### src/rtl/wb_serial_rx_if.sv
// wb_serial_rx_if: Wishbone classic bus bundle for wb_serial_rx (signal names seen from the slave side).
interface wb_serial_rx_if;
  logic        CYC_I;
  logic        STB_I;
  logic        WE_I;
  logic [31:0] ADR_I;
  logic [31:0] DAT_I;
  logic [31:0] DAT_O;
  logic        ACK_O;
  modport slave (input CYC_I, STB_I, WE_I, ADR_I, DAT_I, output DAT_O, ACK_O);
  modport master (output CYC_I, STB_I, WE_I, ADR_I, DAT_I, input DAT_O, ACK_O);
endinterface

### src/rtl/wb_serial_rx.sv
// wb_serial_rx: Wishbone slave deserializing an LSB-first serial stream into a FIFO; define WB_SERIAL_RX_IRQ_EN to add irq_o.
module wb_serial_rx #(
  parameter int WORD_W       = 10,
  parameter int CLKS_PER_BIT = 4,
  parameter int FIFO_DEPTH   = 8
) (
  input  logic          CLK_I,
  input  logic          RST_I,
  wb_serial_rx_if.slave wb,
  input  logic          ser_ena_i,
  input  logic          ser_data_i
`ifdef WB_SERIAL_RX_IRQ_EN
  ,
  output logic          irq_o
`endif
);
  localparam int AW = $clog2(FIFO_DEPTH);
  localparam int CW = $clog2(CLKS_PER_BIT);
  localparam int IW = $clog2(WORD_W);
  typedef enum logic [1:0] {IDLE, HALF, SHIFT} state_t;
  state_t state_q, state_d;
  logic [CW-1:0] cnt_q, cnt_d;
  logic [IW-1:0] idx_q, idx_d;
  logic [WORD_W-1:0] shift_q, shift_d;
  logic [WORD_W-1:0] mem_q [FIFO_DEPTH];
  logic [AW-1:0] wr_ptr_q, wr_ptr_d, rd_ptr_q, rd_ptr_d;
  logic [AW:0] count_q, count_d;
  logic [31:0] dat_q, dat_d, rdata;
  logic ena_prev_q, enable_q, enable_d, ovf_q, ovf_d, ack_q, ack_d, irq_mask;
  logic req, wr_ctrl, empty, full, push, pop, push_ok, unused;
  assign unused  = ^{wb.ADR_I[31:4], wb.ADR_I[1:0], wb.DAT_I[31:2]};
  assign req     = wb.CYC_I & wb.STB_I & ~ack_q;
  assign wr_ctrl = req & wb.WE_I & (wb.ADR_I[3:2] == 2'd2);
  assign pop     = req & ~wb.WE_I & (wb.ADR_I[3:2] == 2'd0) & ~empty;
  assign empty   = count_q == '0;
  assign full    = count_q == (AW+1)'(FIFO_DEPTH);
  assign push_ok = push & (~full | pop);
  assign rdata   = wb.ADR_I[3:2] == 2'd0 ? (empty ? '0 : 32'(mem_q[rd_ptr_q])) :
                   wb.ADR_I[3:2] == 2'd1 ? {20'd0, 4'(count_q), 5'd0, ovf_q, full, empty} :
                   wb.ADR_I[3:2] == 2'd2 ? {29'd0, irq_mask, 1'b0, enable_q} : '0;
  assign wb.ACK_O = ack_q;
  assign wb.DAT_O = dat_q;
  // Start on a falling enable edge; sample each bit mid-way, first one half a bit after the edge.
  always_comb begin
    state_d = state_q;
    cnt_d   = cnt_q;
    idx_d   = idx_q;
    shift_d = shift_q;
    push    = 1'b0;
    if (state_q == IDLE) begin
      if (ena_prev_q && !ser_ena_i && enable_q) begin
        state_d = HALF;
        cnt_d   = '0;
        idx_d   = '0;
      end
    end else if (ser_ena_i || !enable_q) begin
      state_d = IDLE;
    end else if (state_q == HALF) begin
      cnt_d = cnt_q + 1'b1;
      if (cnt_q == CW'(CLKS_PER_BIT/2 - 1)) begin
        shift_d[0] = ser_data_i;
        cnt_d      = '0;
        idx_d      = IW'(1);
        state_d    = SHIFT;
      end
    end else begin
      cnt_d = cnt_q + 1'b1;
      if (cnt_q == CW'(CLKS_PER_BIT - 1)) begin
        cnt_d          = '0;
        shift_d[idx_q] = ser_data_i;
        push           = idx_q == IW'(WORD_W - 1);
        idx_d          = push ? '0 : idx_q + 1'b1;
      end
    end
  end
  // A push into a full FIFO survives only when a pop frees the slot on the same edge; set beats W1C.
  always_comb begin
    ack_d    = req;
    dat_d    = req ? rdata : dat_q;
    enable_d = wr_ctrl ? wb.DAT_I[0] : enable_q;
    ovf_d    = (push & full & ~pop) | (ovf_q & ~(wr_ctrl & wb.DAT_I[1]));
    wr_ptr_d = wr_ptr_q + AW'(push_ok);
    rd_ptr_d = rd_ptr_q + AW'(pop);
    count_d  = count_q + (AW+1)'(push_ok) - (AW+1)'(pop);
  end
  always_ff @(posedge CLK_I) begin
    if (RST_I) begin
      state_q    <= IDLE;
      cnt_q      <= '0;
      idx_q      <= '0;
      shift_q    <= '0;
      ena_prev_q <= 1'b0;
      wr_ptr_q   <= '0;
      rd_ptr_q   <= '0;
      count_q    <= '0;
      enable_q   <= 1'b1;
      ovf_q      <= 1'b0;
      ack_q      <= 1'b0;
      dat_q      <= '0;
    end else begin
      state_q    <= state_d;
      cnt_q      <= cnt_d;
      idx_q      <= idx_d;
      shift_q    <= shift_d;
      ena_prev_q <= ser_ena_i;
      wr_ptr_q   <= wr_ptr_d;
      rd_ptr_q   <= rd_ptr_d;
      count_q    <= count_d;
      enable_q   <= enable_d;
      ovf_q      <= ovf_d;
      ack_q      <= ack_d;
      dat_q      <= dat_d;
    end
  end
  always_ff @(posedge CLK_I) begin
    if (push_ok) mem_q[wr_ptr_q] <= shift_d;
  end
`ifdef WB_SERIAL_RX_IRQ_EN
  logic irq_mask_q, irq_mask_d, irq_q, irq_d;
  assign irq_mask   = irq_mask_q;
  assign irq_mask_d = wr_ctrl ? wb.DAT_I[2] : irq_mask_q;
  assign irq_d      = irq_mask_q & (~empty | ovf_q);
  assign irq_o      = irq_q;
  always_ff @(posedge CLK_I) begin
    if (RST_I) begin
      irq_mask_q <= 1'b0;
      irq_q      <= 1'b0;
    end else begin
      irq_mask_q <= irq_mask_d;
      irq_q      <= irq_d;
    end
  end
`else
  assign irq_mask = 1'b0;
`endif
endmodule

### src/flat_wrapper.sv
// flat-port wrapper written by rule: the top's interface ports become plain ports
module wb_serial_rx_flat 
#(
  parameter int WORD_W       = 10,
  parameter int CLKS_PER_BIT = 4,
  parameter int FIFO_DEPTH   = 8
)
  (CLK_I, RST_I, ser_ena_i, ser_data_i, wb_CYC_I, wb_STB_I, wb_WE_I, wb_ADR_I, wb_DAT_I, wb_DAT_O, wb_ACK_O);
  wb_serial_rx_if wb_i ();
  input  logic CLK_I;
  input  logic RST_I;
  input  logic ser_ena_i;
  input  logic ser_data_i;
  input wire logic [$bits(wb_i.CYC_I)-1:0] wb_CYC_I;
  input wire logic [$bits(wb_i.STB_I)-1:0] wb_STB_I;
  input wire logic [$bits(wb_i.WE_I)-1:0] wb_WE_I;
  input wire logic [$bits(wb_i.ADR_I)-1:0] wb_ADR_I;
  input wire logic [$bits(wb_i.DAT_I)-1:0] wb_DAT_I;
  output wire logic [$bits(wb_i.DAT_O)-1:0] wb_DAT_O;
  output wire logic [$bits(wb_i.ACK_O)-1:0] wb_ACK_O;
  assign wb_i.CYC_I = wb_CYC_I;
  assign wb_i.STB_I = wb_STB_I;
  assign wb_i.WE_I = wb_WE_I;
  assign wb_i.ADR_I = wb_ADR_I;
  assign wb_i.DAT_I = wb_DAT_I;
  assign wb_DAT_O = wb_i.DAT_O;
  assign wb_ACK_O = wb_i.ACK_O;
  wb_serial_rx #(.WORD_W(WORD_W), .CLKS_PER_BIT(CLKS_PER_BIT), .FIFO_DEPTH(FIFO_DEPTH)) u_core (.CLK_I(CLK_I), .RST_I(RST_I), .wb(wb_i), .ser_ena_i(ser_ena_i), .ser_data_i(ser_data_i));
endmodule
### config.mk
export PLATFORM = sky130hd
export DESIGN_NAME = wb_serial_rx_flat
export DESIGN_NICKNAME = d
export VERILOG_FILES = /design/src/rtl/wb_serial_rx_if.sv /design/src/rtl/wb_serial_rx.sv /design/src/flat_wrapper.sv
export SDC_FILE = /design/constraint.sdc
export NUM_CORES = 1
export LEC_CHECK = 0
export BUFFER_PORTS_ARGS = -buffer_cell sky130_fd_sc_hd__buf_2
export CORE_MARGIN = 5
export CORE_UTILIZATION = 55
export DETAILED_ROUTE_END_ITERATION = 8
export GPL_TIMING_DRIVEN = 0
export PLACE_DENSITY = 0.76
export SETUP_SLACK_MARGIN = 0.4
export SLEW_MARGIN = 40
export SYNTH_ARGS = -nofsm -noshare
export SYNTH_HDL_FRONTEND = slang
export SYNTH_SLANG_ARGS = --single-unit
### constraint.sdc
create_clock -name CLK_I -period 2.6 [get_ports CLK_I]
set_input_delay 0 -clock CLK_I [delete_from_list [all_inputs] [get_ports CLK_I]]
set_output_delay 0 -clock CLK_I [all_outputs]
set_load 0.01 [all_outputs]
After elaboration in Yosys (flattened, before gate mapping)
Memory sizes are Yosys's and may differ from the RTL's. A register that Yosys moved wholly into a read port is not among the register bits.
Cells that the tools add are included.
{"block": "totals", "elab_cells": 104, "input_bits": 71, "memories": 1, "ram_bits": 80, "regBits": 64}
{"block": "op_classes", "n_bitwise": 20, "add_sub_neg": 6, "n_eq_ne": 10, "n_mux": 38, "n_reduce_logical": 15, "n_lt_le_gt_ge": 2}
{"name": "u_core.mem_q", "depth": 8, "width": 10, "read_ports": 1, "rd_ports_with_merged_regs": 1, "write_ports": 1, "line_no": "wb_serial_rx.sv:25", "text": "logic [WORD_W-1:0] mem_q [FIFO_DEPTH];"}
{"cell": "2-to-1 mux 32 bit", "n": 2}
{"cell": "2-to-1 mux 10 bit", "n": 4}
{"cell": "2-to-1 mux 4 bit", "n": 7}
{"cell": "2-to-1 mux 2 bit", "n": 11}
{"cell": "AND 1 bit", "n": 12}
{"cell": "bitwise mux 10 bit", "n": 1}
{"cell": "2-to-1 mux 1 bit", "n": 10}
{"cell": "2-to-1 mux 9 bit", "n": 1}
{"cell": "nonzero test 3 bit", "n": 3}
{"cell": "equality test 4 bit, second input constant", "n": 2}
{"cell": "adder 3 x 1 -> 3 bit", "n": 2}
{"cell": "equality test 2 x 1 -> 1 bit, second input constant", "n": 3}
{"cell": "NOT 1 bit", "n": 6}
{"cell": "< comparator 4 x 5 -> 1 bit, second input constant", "n": 1}
{"cell": "adder 4 x 1 -> 4 bit", "n": 1}
{"cell": "adder 4 x 1 -> 4 bit, second input constant", "n": 1}
{"cell": "demux 1 bit (select 4 bit)", "n": 1}
{"cell": "equality test 2 bit, second input constant", "n": 2}
{"cell": "greater-or-equal comparator 4 x 1 -> 1 bit, second input constant", "n": 1}
{"cell": "logical NOT 2 bit", "n": 2}
{"cell": "logical NOT 4 bit", "n": 1}
{"cell": "AND reduction 4 bit", "n": 1}
{"cell": "subtractor 4 x 1 -> 4 bit", "n": 1}
{"cell": "logical AND 1 bit", "n": 3}
{"cell": "10 further kinds", "n": 12}

Logic depth before layout (Yosys ltp)
Gate-level depths: netlist (run 1).
{"block": "depth", "ltp_word": 9, "ltp_mapped": 11}

Least setup slack after synthesis (run 1)
OpenSTA, ideal clock, no wires.
{"block": "synth_path", "kind": "flip-flop to flip-flop", "startpoint": "reg u_core.cnt_q[0]", "endpoint": "mem u_core.mem_q[4][0] (enable)", "stages_incl_launch_ff": 6, "path_buffers": 0, "t_arrival_ns": 1.962, "slack_ns": 0.248, "synth_period_minus_slack_ns": 2.352, "cell_sequence": "dfxtp_1 -> ha_1 -> nand4b_1 -> nor3_2 -> nand3b_1 -> nor3_1"}
{"block": "synth_via", "elab_chain_len": 8}
{"item": "from (decl)", "line_no": "wb_serial_rx.sv:22", "text": "logic [CW-1:0] cnt_q, cnt_d;"}
{"item": "from (signal assigned)", "line_no": "wb_serial_rx.sv:102", "text": "cnt_q <= cnt_d;"}
{"item": "equality test 2 bit", "line_no": "wb_serial_rx.sv:68", "text": "if (cnt_q == CW'(CLKS_PER_BIT - 1)) begin"}
{"item": "2-to-1 mux 1 bit", "line_no": "wb_serial_rx.sv:68"}
{"item": "2-to-1 mux 1 bit", "line_no": "wb_serial_rx.sv:58", "text": "end else if (state_q == HALF) begin"}
{"item": "2-to-1 mux 1 bit", "line_no": "wb_serial_rx.sv:56", "text": "end else if (ser_ena_i || !enable_q) begin"}
{"item": "2-to-1 mux 1 bit", "line_no": "wb_serial_rx.sv:50", "text": "if (state_q == IDLE) begin"}
{"item": "AND 1 bit", "line_no": "wb_serial_rx.sv:37", "text": "assign push_ok = push & (~full | pop);"}
{"item": "2-to-1 mux 1 bit", "line_no": "wb_serial_rx.sv:116", "text": "if (push_ok) mem_q[wr_ptr_q] <= shift_d;"}
{"item": "2-to-1 mux 1 bit (not written as such)", "line_no": "wb_serial_rx.sv:116"}
{"item": "to (decl)", "line_no": "wb_serial_rx.sv:25"}
No other way between the ends.

Worst setup path in the final report (run 1)
{"block": "layout_path", "startpoint": "reg u_core.count_q[2]", "endpoint": "reg u_core.count_q[1]"}
{"block": "layout_via", "elab_chain_len": 7, "elab_cells_between_ends": 9}
{"item": "from (decl)", "line_no": "wb_serial_rx.sv:27", "text": "logic [AW:0] count_q, count_d;"}
{"item": "from (signal assigned)", "line_no": "wb_serial_rx.sv:108", "text": "count_q <= count_d;"}
{"item": "logical NOT 4 bit", "line_no": "wb_serial_rx.sv:35", "text": "assign empty = count_q == '0;"}
{"item": "NOT 1 bit", "line_no": "wb_serial_rx.sv:34", "text": "assign pop = req & ~wb.WE_I & (wb.ADR_I[3:2] == 2'd0) & ~empty;"}
{"item": "AND 1 bit", "line_no": "wb_serial_rx.sv:34"}
{"item": "bitwise OR 1 bit", "line_no": "wb_serial_rx.sv:37"}
{"item": "AND 1 bit", "line_no": "wb_serial_rx.sv:37"}
{"item": "adder 4 x 1 -> 4 bit", "line_no": "wb_serial_rx.sv:84", "text": "count_d = count_q + (AW+1)'(push_ok) - (AW+1)'(pop);"}
{"item": "subtractor 4 x 1 -> 4 bit (*)", "line_no": "wb_serial_rx.sv:84"}
{"item": "named net u_core.count_d[1]", "line_no": "wb_serial_rx.sv:27"}
The timed path passes the listed nets; every way through them passes the cells marked *.
A chain may end at the register's enable or synchronous reset.

==> qor.csv, run 1 <==
metric;value;unit
Most used DFF post-synth;edfxtp_1;
via count;3645;
setup tns final;0;ns
Synth top cells by count;edfxtp_1 (80), dfxtp_1 (44), nor2_1 (26), nor2b_1 (25), buf_4 (20);
Max transition margin;0.566;
Mapped Cells;383;
Psw;1020;uW
fin. max-slew vios;0;
FMAX;439;MHz
worst setup margin;0.323;ns
hold depth;3;
row cnt;36;
wire length of the first global-routing pass;19.6;mm
Crit. End Element;flip-flop;
final WL;13.2;mm
Flop pwr share;0.458;
vias per cell;5.79;
root buffer cell;clkbuf_8;
largest net degree at the start of global routing;17;
Post-route DRC;0;
All-Layer GR Usage;0.229;
Core Region;9680;um^2
IO Pins;104;
Syn Std Cell Area;5410;um^2
# fillers;556;
post-route ant nets;0;
Final GP Congestion;0.827;
pwr dens;651;nW/um^2
# nets final;568;
min Tclk post-route;2.28;ns
CTS tree;yes;
status;finished clean;
VDD IR max;0.388;mV
CTS Buffer Depth;2;
Switching Share;0.224;
Seq/Total Area, Yosys;0.607;
clock skew;0.0108;ns
Synth area leader;edfxtp_1;
vias in the first global route;3607;
RSZ-0062 raised after global routing;true;
Crit Path Max Fanout;3;
min-delay worst type;in2reg;
Seq cells post-synth;124;
initial antenna violation count;0;
proportion of layout cells with a drive suffix above 1;0.325;
Yosys top cell area share;0.444;
R2R cell count;9;
max-cap viol count;0;
Fin. Hold Viols;0;
Synth area leaders;edfxtp_1 (44%), dfxtp_1 (16%), mux4_1 (6.3%), mux2_2 (3.1%), ha_1 (3.0%);
First-pass DRT Iterations;5;
Place WS;-0.245;ns
Multi-input gate area;2080;um^2
Logic pwr share;0.029;
setup violators final;0;
starting density of the core;0.559;
Critical Path RT;3.06;ns
Final Cycle Share;0.876;
grt ovf;0;
CP startpoint kind;flip-flop;
clock tree sinks;124;
chip height;109;um
Detail Placement HPWL;7.07;mm
worst skew pair latency;0.52;ns
Die Width;109;um
Num CTS Buffers;17;
IO Port Bufs;22;
number of synthesized flops with an enable pin;80;
clock network power share;0.513;
area growth from synthesis to layout;29.0;%
Int Pwr;3530;uW
Routed WL per cell;21.0;um
post-layout util;0.721;
die area;11900;um^2
Setup CP Type;reg2reg;
n_diodes;0;
synth unique cells;50;
syn avg cell area;14.1;um^2
synth warn;0;
most common cell in the netlist;edfxtp_1;
LEAKAGE;0.00263;uW
Synth async-reset ratio;0;
H-tree depth;4;
DRT iter0 DRCs;289;
register clock-pin slew on the reported worst setup and hold paths;0.07;ns
Reg area;3290;um^2
Final Total Pwr;4550;uW
CP Data Arrival Time;2.74;ns
Worst-Margin Slew;0.652;ns
[critical path: stages, from the launching register on]
cell and delay [ns]:
dfxtp_2 0.34, inv_4 0.07, ha_4 0.13, or3b_4 0.39, and3_4 0.19, ha_4 0.26
inv_2 0.04, ha_4 0.16, fa_2 0.53, nor2b_1 0.12
[per-layer routing]
layer | track usage | vias to the layer above | share of wire
met4 | 0.117 | 0 | 0.042
met2 | 0.390 | 203 | 0.51
met5 | 0 | - | 0
li1 | - | 1609 | -
met3 | 0.0485 | 45 | 0.066
met1 | 0.276 | 1788 | 0.39
[repair_timing]
action	CTS	global route
gates resized for setup	23	10
hold endpoints to repair	25	0
pin swaps	12	7
setup buffers	17	9
setup endpoints to repair	85	111
hold buffers	14	0
[metrics by stage]
step | area [um^2] | cells | hold slack [ns]
after detailed placement | 5800 | 557 | 0.226
after floorplan | 5500 | 402 | 0.128
final | 6980 | 629 | 0.0759
after CTS | 6870 | 620 | 0.0484
after global routing | 6980 | 629 | 0.142
after global placement | 5780 | 557 | 0.216
[final cells by class]
type / instances / share of cell area
Tap cell: 133 / 0.0238
Multi-Input combinational cell: 229 / 0.298
Clock inverter: 15 / 0.0249
Sequential cell: 124 / 0.472
Timing Repair Buffer: 62 / 0.0810
Buffer: 36 / 0.0340
Clock buffer: 17 / 0.0593
Inverter: 13 / 0.00735
[state kept, by name, summed over array words and instances, names as in the netlist, 2 cells and up]
name,count
u_core.mem_q,80
u_core.wb.DAT_O,12
u_core.shift_q,10
u_core.count_q,4
u_core.idx_q,4
u_core.rd_ptr_q,3
u_core.wr_ptr_q,3
u_core.cnt_q,2
u_core.state_q,2
[cells by family (layout without fill, tap and decap cells)]
kind of cell,count (synthesis),in the layout,share of synthesized area
flip-flops,124,124,0.607
AND/OR/NAND/NOR,111,111,0.115
buffers and inverters,49,143,0.0529
multiplexers,42,42,0.137
AO/OA/AOI/OAI,37,37,0.0458
adder cells (fa/ha/maj),14,14,0.0338
XOR/XNOR,5,5,0.00809
other,1,20,0.000693
[final timing paths]
kind | to | slack (ns) | startpoint
setup reg to reg | u_core.count_q[1] | 0.32 | u_core.count_q[2]
setup / recovery | u_core.count_q[1] | 0.32 | u_core.count_q[2]
hold / removal | u_core.wb.DAT_O[8] | 0.08 | RST_I
hold reg to reg | u_core.wb.DAT_O[11] | 0.45 | u_core.wb.DAT_O[11]
[power groups by stage]
stage | combinational (uW) | clock (uW) | sequential, uW
after floorplan | 78.4 | 0 | 2120
after global placement | 104 | 0 | 2120
after detailed placement | 105 | 0 | 2120
after CTS | 122 | 2350 | 2080
after global routing | 144 | 2450 | 2080
final | 134 | 2330 | 2080
[layout by cell type (no fill, tap or decap), types with 10 or more instances in the layout]
cell / netlist / final
edfxtp_1: 80 / 80
dfxtp_1: 44 / 40
buf_4: 20 / 35
buf_2: 3 / 25
nor2b_1: 25 / 24
nor2_1: 26 / 20
conb_1: 1 / 20
clkbuf_16: 0 / 16
mux2_2: 15 / 15
dlygate4sd3_1: 0 / 14
mux4_1: 13 / 13
nand2b_1: 12 / 12
clkbuf_1: 11 / 11
a21oi_1: 12 / 11
buf_12: 1 / 10
Note: power is estimated with default switching activity, not from simulation.
==> inputs of run 2 (changes only) <==
Settings changed: CORE_UTILIZATION 55 to 25, PLACE_DENSITY 0.76 to 0.39.
==> qor.csv, run 2 (same netlist as run 1, synthesis figures left out) <==
metric;value;unit
worst skew pair latency;0.41;ns
CTS Buffer Depth;2;
hold_sp;wb_WE_I;
Largest register FFs;80;
pwr dens;631;nW/um^2
setup violators final;0;
final WL;12.9;mm
min Tclk post-route;2.21;ns
WL met3;615;um
IO Pins;104;
clock skew;0.00967;ns
LEAKAGE;0.00263;uW
RSZ-0062 raised after global routing;true;
Routed WL per cell;16.8;um
Final GP Congestion;0.784;
vias in the first global route;3446;
met2 wire length;6.28;mm
Int Pwr;3550;uW
wl on met1;5.70;mm
crit path max-delay cell type;fa_2;
Die Width;157;um
FMAX;452;MHz
most frequent cells in the layout;edfxtp_1 (80), dfxtp_1 (40), buf_4 (38), buf_2 (25), nor2b_1 (23);
IO Port Bufs;22;
Setup CP Type;reg2reg;
CP startpoint kind;flip-flop;
fin. max-slew vios;0;
VDD IR max;0.433;mV
First-pass DRT Iterations;4;
Psw;956;uW
dpl cells;699;
All-Layer GR Usage;0.110;
Core Region;21200;um^2
Final Cycle Share;0.851;
reg2reg start;u_core.count_q[2];
Detail Placement HPWL;8.46;mm
DRT iter0 DRCs;147;
hold endpoint;u_core.enable_q;
Crit path largest cell delay;0.52;ns
clock network power share;0.510;
Crit Path Max Fanout;3;
H-tree depth;4;
status;finished clean;
Logic pwr share;0.027;
Flop pwr share;0.462;
CTS tree;yes;
CP most frequent cell;ha_4;
register clock-pin slew on the reported worst setup and hold paths;0.06;ns
Post-route DRC;0;
max-cap viol count;0;
Worst R2R Setup Slack;0.39;ns
grt ovf;0;
die area;24700;um^2
Max transition margin;0.523;
chip height;157;um
vias per cell;4.32;
via count;3310;
Crit. End Element;flip-flop;
Switching Share;0.212;
post-route ant nets;0;
hold depth;4;
r2r endpoint;u_core.count_q[1];
wire length of the first global-routing pass;19.8;mm
R2R cell count;9;
largest net degree at the start of global routing;17;
Final Non-Filler Cells;766;
hold slack final;0.0268;ns
most common cell after layout, fill and taps aside;edfxtp_1;
area growth from synthesis to layout;31.7;%
initial antenna violation count;0;
Worst-Margin Slew;0.716;ns
starting density of the core;0.256;
Critical Path RT;2.95;ns
proportion of layout cells with a drive suffix above 1;0.340;
# nets final;563;
root buffer cell;clkbuf_16;
Fin. Hold Viols;0;
Num CTS Buffers;17;
row cnt;53;
min-delay worst type;in2reg;
CP Data Arrival Time;2.56;ns
crit path cell chain;inv_2, ha_4, or3b_4, and3_4, ha_4, inv_2, ha_4, fa_2, nor2b_4;
n_diodes;0;
topmost layer with routed signal wires;met4;
clock tree sinks;124;
Most flops, register;u_core.mem_q;
==> run 2: changes by cell type in the layout (fill, tap and decap cells not counted), sizes merged <==
cell	delta
buf	+3
bufinv	-2
clkbuf	+5
clkinv	+5
clkinvlp	-3
dlygate4sd3	-8
inv	-5
==> run 2: worst max path at each step <==
stage                                  from            endpoint  slack [ns]
after floorplan             u_core.cnt_q[0]  u_core.mem_q[1][0]        0.26
after global placement      u_core.cnt_q[0]  u_core.mem_q[1][9]       -0.72
after detailed placement    u_core.cnt_q[0]  u_core.mem_q[2][6]       -0.35
after CTS                 u_core.count_q[2]   u_core.count_q[1]        0.38
after global routing      u_core.count_q[2]   u_core.count_q[1]        0.31
final                     u_core.count_q[2]   u_core.count_q[1]        0.39
==> run 2: power groups by stage <==
stage | Combinational (uW) | Sequential (uW) | Clock [uW]
after floorplan | 78.4 | 2120 | 0
after global placement | 108 | 2120 | 0
after detailed placement | 108 | 2120 | 0
after CTS | 118 | 2080 | 2360
after global routing | 137 | 2080 | 2430
final | 122 | 2080 | 2300
==> run 2: timing repair <==
action / 4_1_cts / 5_1_grt
hold buffers: 6 / 0
endpoints found under the setup margin: 87 / 48
gates resized for setup: 31 / 10
pin swaps: 13 / 8
cloned: 1 / 0
setup buffers: 23 / 5
endpoints found under the hold margin: 6 / 0
==> run 2: layer usage <==
metal  GRT usage  vias up
li1            -     1592
met2       0.185       68
met4      0.0463        0
met1       0.133     1631
met5           0        -
met3      0.0294       19
==> run 2: critical path: cells and delay by family (launching register included) <==
family	cells	cell delay [ns]
AND/OR/NAND/NOR	3	0.66
adder cells (fa/ha/maj)	4	1.05
buffers and inverters	2	0.12
flip-flops	1	0.32
==> run 2: layout make-up <==
| class | count | area, um^2 |
|---|---|---|
| fill | 2068 | 14000 |
| tap | 275 | 344 |
| timing repair buffer | 57 | 498 |
| buffer | 36 | 238 |
| inverter | 13 | 48.8 |
| clock buffer | 22 | 517 |
| sequential | 124 | 3290 |
| clock inverter | 10 | 73.8 |
| multi-input combinational | 229 | 2120 |
==> run 2: metrics by stage <==
stage               total power, uW  TNS (ns)   util  setup slack (ns)  cell area, um^2
global route                   4650         0  0.337             0.310             7130
finish                         4500         0  0.337             0.389             7130
global placement               2230    -43.58  0.281            -0.715             5950
floorplan                      2200         0      -             0.263             5500
detailed placement             2230    -20.71  0.283            -0.348             5980
CTS                            4560         0  0.333             0.375             7040
==> inputs of run 3 (changes only) <==
Settings changed: CORE_MARGIN 5 to 3.
==> qor.csv, run 3 (same netlist as run 1, synthesis figures left out) <==
metric;value;unit
status;finished clean;
DRT iter0 DRCs;164;
Largest register FFs;80;
CP Data Arrival Time;2.58;ns
Num CTS Buffers;17;
n_diodes;0;
RSZ-0062 raised after global routing;true;
most common cell after layout, fill and taps aside;edfxtp_1;
vias per cell;4.34;
LEAKAGE;0.00263;uW
root buffer cell;clkbuf_16;
die area;23500;um^2
Final Cycle Share;0.858;
# nets final;563;
VDD IR max;0.429;mV
pwr dens;652;nW/um^2
CTS tree;yes;
Worst-Margin Slew;0.714;ns
worst setup margin;0.368;ns
via count;3321;
Reg area;3290;um^2
placed cell area;5980;um^2
grt ovf;0;
vias in the first global route;3325;
Crit path largest cell delay;0.51;ns
All-Layer GR Usage;0.111;
most frequent cells in the layout;edfxtp_1 (80), dfxtp_1 (39), buf_4 (37), buf_2 (25), nor2b_1 (23);
Detail Placement HPWL;8.14;mm
First-pass DRT Iterations;4;
wire length of the first global-routing pass;19.5;mm
starting density of the core;0.256;
max-cap viol count;0;
crit path max-delay cell type;fa_2;
post-route ant nets;0;
Max transition margin;0.524;
# fillers;2052;
Final GP Congestion;0.769;
clock tree sinks;124;
Most flops, register;u_core.mem_q;
chip height;153;um
largest net degree at the start of global routing;17;
clock skew;0.0102;ns
CP delay by family, top;adder cells;
Multi-input gate area;2110;um^2
CP startpoint kind;flip-flop;
IO Port Bufs;22;
min-delay worst type;in2reg;
register clock-pin slew on the reported worst setup and hold paths;0.06;ns
Die Width;153;um
final WL;12.6;mm
Place WS;-0.450;ns
min Tclk post-route;2.23;ns
Finished Cell Area;7180;um^2
H-tree depth;4;
Critical path buffers and inverters;2;
proportion of layout cells with a drive suffix above 1;0.347;
post-layout util;0.339;
Crit Path Max Fanout;4;
IO Pins;104;
row cnt;53;
Crit. End Element;flip-flop;
Core Region;21200;um^2
crit path cell chain;inv_2, ha_4, or3b_4, buf_6, a31oi_4, nor2b_4, ha_4, fa_2, nor2b_4;
initial antenna violation count;0;
worst skew pair latency;0.41;ns
fin. max-slew vios;0;
Setup CP Type;reg2reg;
Routed WL per cell;16.5;um
Post-route DRC;0;
setup violators final;0;
CTS Buffer Depth;2;
area growth from synthesis to layout;32.7;%
Critical Path RT;2.95;ns
Fin. Hold Viols;0;
FMAX;448;MHz
run 3: cell count changes in the layout (fill, tap and decap cells not counted), sizes merged:
cell         previous run  this run
inv                    17        15
clkbuf                 33        28
clkinvlp                1         3
buf                    76        77
bufinv                  0         4
dlygate4sd3             6         5
run 3: layout make-up:
class	instances	area share
sequential	124	0.459
multi-input combinational	229	0.294
timing repair buffer	57	0.0725
inverter	13	0.00714
buffer	36	0.0331
clock inverter	14	0.0268
clock buffer	17	0.0592
tap	275	0.0479
run 3: path summary, 6_finish.rpt:
path | cells after the start | from | slack (ns) | end
worst max-delay path | 9 | u_core.count_q[3] | 0.37 | u_core.count_q[1]
worst min-delay path | 4 | wb_WE_I | 0.04 | u_core.enable_q
worst max register to register | 9 | u_core.count_q[3] | 0.37 | u_core.count_q[1]
worst min register to register | 2 | u_core.wb.DAT_O[10] | 0.45 | u_core.wb.DAT_O[10]
run 3: per-stage QoR:
stage | TNS (ns) | total power (uW) | cells | hold slack (ns)
2_1_floorplan | 0 | 2200 | 402 | 0.128
3_3_place_gp | -46.44 | 2230 | 699 | 0.218
3_5_place_dp | -24.54 | 2230 | 699 | 0.223
4_1_cts | 0 | 4740 | 760 | 0.00327
5_1_grt | 0 | 4830 | 765 | 0.0583
6_report | 0 | 4680 | 765 | 0.0390
run 3: per-layer routing:
| metal | vias up | part of all wire | track usage |
|---|---|---|---|
| li1 | 1595 | - | - |
| met1 | 1617 | 0.46 | 0.143 |
| met3 | 15 | 0.044 | 0.0243 |
| met5 | - | 0 | 0 |
| met2 | 94 | 0.48 | 0.180 |
| met4 | 0 | 0.018 | 0.0471 |
run 3: timing repair:
item	in CTS	in global routing
setup endpoints to repair	96	54
setup buffers	24	5
endpoints found under the hold margin	5	0
gates cloned	1	0
pin swaps	11	9
hold buffers	5	0
resized for setup	30	14
run 3: worst reg2reg max path, delay by kind of cell (launching register included):
kind / cells / cell delay (ns)
adder cells (fa/ha/maj): 3 / 0.81
AND/OR/NAND/NOR: 3 / 0.59
flip-flops: 1 / 0.33
AO/OA/AOI/OAI: 1 / 0.25
buffers and inverters: 2 / 0.19
run 3: power breakdown:
group,switching (uW),internal (uW)
logic,69.5,52.1
registers,5.05,2080
clock network,877,1600
total,951,3730
